===== src/rtl/de_mux1to8.sv =====
// Registered 1-to-8 demultiplexer: d is routed to output {a,b,c} on each clock
// edge while en is high; every other output (or all of them, with en low) loads zero.
module de_mux1to8 #(
  parameter int WIDTH = 1
) (
  input  logic             clk,
  input  logic             rst_n,
  input  logic             en,
  input  logic [WIDTH-1:0] d,
  input  logic             a,
  input  logic             b,
  input  logic             c,
  output logic [WIDTH-1:0] y0,
  output logic [WIDTH-1:0] y1,
  output logic [WIDTH-1:0] y2,
  output logic [WIDTH-1:0] y3,
  output logic [WIDTH-1:0] y4,
  output logic [WIDTH-1:0] y5,
  output logic [WIDTH-1:0] y6,
  output logic [WIDTH-1:0] y7
);

  logic [2:0]         sel;
  logic [8*WIDTH-1:0] y_bus;

  assign sel = {a, b, c};

  // Each lane decodes its own select match, so only one lane can ever load d.
  genvar gi;
  generate
    for (gi = 0; gi < 8; gi++) begin : g_lane
      logic [WIDTH-1:0] y_next;
      logic [WIDTH-1:0] y_reg;

      always_comb begin
        y_next = '0;
        if (en && (sel == 3'(gi)))
          y_next = d;
      end

      always_ff @(posedge clk or negedge rst_n) begin
        if (!rst_n)
          y_reg <= '0;
        else
          y_reg <= y_next;
      end

      assign y_bus[gi*WIDTH +: WIDTH] = y_reg;
    end
  endgenerate

  assign y0 = y_bus[0*WIDTH +: WIDTH];
  assign y1 = y_bus[1*WIDTH +: WIDTH];
  assign y2 = y_bus[2*WIDTH +: WIDTH];
  assign y3 = y_bus[3*WIDTH +: WIDTH];
  assign y4 = y_bus[4*WIDTH +: WIDTH];
  assign y5 = y_bus[5*WIDTH +: WIDTH];
  assign y6 = y_bus[6*WIDTH +: WIDTH];
  assign y7 = y_bus[7*WIDTH +: WIDTH];

endmodule


===== config.mk =====
export PLATFORM = sky130hd
export DESIGN_NAME = de_mux1to8
export DESIGN_NICKNAME = d
export VERILOG_FILES = /design/src/rtl/de_mux1to8.sv
export SDC_FILE = /design/constraint.sdc
export NUM_CORES = 1
export LEC_CHECK = 0
export CORE_AREA = 2 2 39 41
export CTS_CLUSTER_DIAMETER = 30
export DETAILED_ROUTE_END_ITERATION = 12
export DIE_AREA = 0 0 41 43
export GPL_ROUTABILITY_DRIVEN = 0
export HOLD_SLACK_MARGIN = 0.12
export MAX_ROUTING_LAYER = met4
export PLACE_DENSITY_LB_ADDON = 0.05
export SLEW_MARGIN = 0
export SYNTH_ARGS = -nofsm -noshare
export SYNTH_HDL_FRONTEND = slang
export SYNTH_SLANG_ARGS = --single-unit

===== constraint.sdc =====
create_clock -name clk -period 0.8 [get_ports clk]
set_input_delay 0.16 -clock clk [delete_from_list [all_inputs] [get_ports clk]]
set_output_delay 0.16 -clock clk [all_outputs]
set_load 0.02 [all_outputs]

# Yosys cells after proc, flatten, opt, wreduce, memory -nomap -nowiden
# Cells that the tools add are included.
[word_totals] reg_bits=8 input_bits=7 out_inout_bits=8 word_cells=32
[classes] n_eq_ne=7 n_mux=8 reduce_logical=9
[ops] operator="$eq 3x3->1 const B" n=4
[ops] operator="$logic_and 1x1->1" n=8
[ops] operator="$mux 1" n=8
[ops] operator="$eq 3x2->1 const B" n=2
[ops] operator="$eq 3x1->1 const B" n=1
[ops] operator="$logic_not 3->1" n=1

# Logic depth before layout (Yosys ltp)
# Gate-level depths: netlist (run 1).
[depth] depth_word=3 depth_mapped=2 ltp_nobuf=2

# Least setup slack after synthesis (run 1)
# Ideal clock, no wire load.
[synth_path] path_type="flip-flop to output port" start="register g_lane[0].y_reg, in the netlist y0" end="output y0" t_arrival_ns=0.416 t_required_ns=0.640 slack_ns=0.224 path_stages_with_launch=1 n_path_buf=0 path_cell_list="dfrtp_1"
[synth_rtl] item="start: declaration" line="33" rtl="logic [WIDTH-1:0] y_reg;"
[synth_rtl] item="start signal: assignment" line="45" rtl="y_reg <= y_next;"
[synth_rtl] item="end: declaration" line="13" rtl="output logic [WIDTH-1:0] y0,"
# No word-level cell between the ends.

# Final worst setup path (run 1)
[layout_path] start="register g_lane[4].y_reg, in the netlist y4" end="output y4"
[layout_rtl] item="start: declaration" line="33"
[layout_rtl] item="start signal: assignment" line="45"
[layout_rtl] item="end: declaration" line="17" rtl="output logic [WIDTH-1:0] y4,"
# No word-level cell between the ends.

==> flow_metrics.py, run 1 <==
metrics = {
    "drt": {
        "postRouteAntennaNets": 0,
        "routedWlPerCell_um": 9.18,
        "vias_per_cell": 3.80,
        "vias": 213,
        "drtPass1Iterations": 1,
        "wirelength_um": 514,
        "drt_iter0_drc": 0,
        "drc": 0,
    },
    "outcome": {
        "run_status": "complete, but fails checks",
        "violations": "setup timing",
    },
    "grt": {
        "grt_max_degree": 9,
        "globalRoute.totalOverflow": 0,
        "grt_pass1_vias": 180,
        "track_usage": 0.0811,
        "grt_pass1_wl_um": 786,
        "antenna_found_initial": 0,
    },
    "sta": {
        "relSlewSlack": 0.876,
        "hold_violations": 0,
        "slew_violations": 0,
        "period_needed_ps": 905,
        "final-setup-viol-count": 8,
        "rsz0062_at_grt": "yes",
        "worst_pin_slew_ps": 186,
        "setup_tns_ps": -788,
        "finalCritPeriodShare": 1.13,
        "fmax_ghz": 1.10,
        "fin_ws_ps": -105,
    },
    "floorplanning": {
        "rows": 14,
        "dieHeight_um": 43,
        "initial_core_util": 0.209,
        "die-area_um2": 1760,
        "die_w_um": 41,
        "io_pins": 15,
        "core_um2": 1380,
    },
    "layout": {
        "area_growth_pct": 70.6,
        "drive_gt1_frac": 0.425,
        "finalNetCount": 49,
        "antenna_cells": 0,
        "fin_area_um2": 493,
    },
    "clock_tree": {
        "h-tree-depth": 1,
        "clk_path_buf_depth": 2,
        "clock-root-buffer": "clkbuf_4",
        "clkTransAtPathRegs_ps": 50,
        "clock_sinks": 8,
        "cts_tree": "done",
        "cts_made_buffers": 3,
    },
    "worst_setup_path": {
        "crit_family": "flip-flops",
        "crit_path_max_fanout": 1,
        "cp-end-kind": "output port",
        "critical_path_class": "flop to output port",
        "critPathSlowestCell": "dfrtp_1",
        "worst-endpoint-required_ps": 640,
        "slowest_delay_ps": 370,
        "start_kind": "flop",
        "cp_cell_sequence": "buf_6",
        "startpoint": "y4",
        "arrival_ps": 750,
        "worst-path-buf-inv": 1,
        "cp.depth": 1,
    },
    "synth": {
        "synth_area_um2": 289,
        "synth_cell_types": 7,
        "synthCells": 21,
        "synth_seq_area_share": 0.693,
        "syn_nets": 28,
        "avgSynthCellArea_um2": 13.8,
        "yosys_warnings": 0,
        "ys_ff_latch": 8,
    },
    "place": {
        "placed_cell_area_um2": 464,
        "portBuffers": 14,
        "dp_hpwl_um": 424,
    },
    "power_and_ir_drop": {
        "p_leak_nw": 0.247,
        "peakVddDrop_v": 0.000482,
        "p_per_area_nw_per_um2": 1620,
    },
    "worst_hold_path": {
        "min_path_type": "primary input to async pin",
    },
    "run": {
        "drv_cap": 0,
    },
}
## repair_timing
item / 4_1_cts / 5_1_grt
setup endpoints to repair: 11 / 8
setup buffers: 0 / 0
gates resized for setup: 51 / 0
hold buffers: 0 / 0
endpoints found under the hold margin: 0 / 0
pin swaps: 1 / 0
## per-layer routing
| metal | GRT usage | up-vias | part of all wire |
|---|---|---|---|
| met4 | 0.140 | 0 | 0.053 |
| li1 | - | 107 | - |
| met5 | - | - | 0 |
| met3 | 0.0314 | 2 | 0.097 |
| met1 | 0.0797 | 92 | 0.36 |
| met2 | 0.0844 | 12 | 0.49 |
## flip-flops by register name (all words and copies together) (netlist names)
| name | cells |
|---|---|
| y0 | 1 |
| y1 | 1 |
| y2 | 1 |
| y3 | 1 |
| y4 | 1 |
| y5 | 1 |
| y6 | 1 |
| y7 | 1 |
## synthesized netlist by cell type, drive strengths merged
cell,number,area [µm²]
dfrtp,8,200
nand2,1,3.75
nand2b,2,12.5
nand3,1,10.0
nand3b,1,20.0
nor2,6,22.5
nor3,2,20.0
## path summary, 6_finish.rpt
check / to / slack (ps)
min: y7 / 200
max: y4 / -110
min in group clk: y0 / 310
max in group asynchronous: y3 / 480
## logic make-up after synthesis
kind of cell     count (synthesis)  synth area share
DFF                              8             0.693
and+or+nand+nor                 13             0.307
## layout make-up
class                   instances  area [µm²]
fillers                       141         891
flip-flops and latches          8         200
repair buffers                 16         161
multi-input cells              13        88.8
clock buffers                   3        22.5
well taps                      16        20.0
## stage by stage
step / setup WS, ps / util / total power, W / std cells / hold slack (ps)
floorplan: 224 / - / 0.000448 / 21 / -136
global placement: -259 / 0.335 / 0.000518 / 53 / 450
detailed placement: -270 / 0.335 / 0.000520 / 53 / 450
CTS: -116 / 0.356 / 0.000809 / 56 / 199
global route: -129 / 0.356 / 0.000840 / 56 / 209
finish: -105 / 0.356 / 0.000800 / 56 / 198
## cell usage in the layout (no fill, tap or decap), drive strengths merged
cell           instances
nand3                  1
nor2                   6
buf                   10
clkbuf                 3
nand2                  1
clkdlybuf4s50          3
nor3                   2
nand2b                 2
dfrtp                  8
nand3b                 1
dlygate4sd2            3
## power by group
part	leakage, nW	switching, W	internal [W]
clock network	0.0138	0.000121	0.000171
registers	0.111	0.00000279	0.000412
logic	0.122	0.0000449	0.0000492
total	0.247	0.000169	0.000631
(Power assumes the default switching activity.)
==> inputs of run 2 (changes only) <==
--- a/config.mk
+++ b/config.mk
@@ -5,6 +5,7 @@
 export SDC_FILE = /design/constraint.sdc
 export NUM_CORES = 1
 export LEC_CHECK = 0
+export CAP_MARGIN = 20
 export CORE_AREA = 2 2 39 41
 export CTS_CLUSTER_DIAMETER = 30
 export DETAILED_ROUTE_END_ITERATION = 12
==> results of run 2 <==
The final DEF is identical to that of run 1; final timing and power are the same.
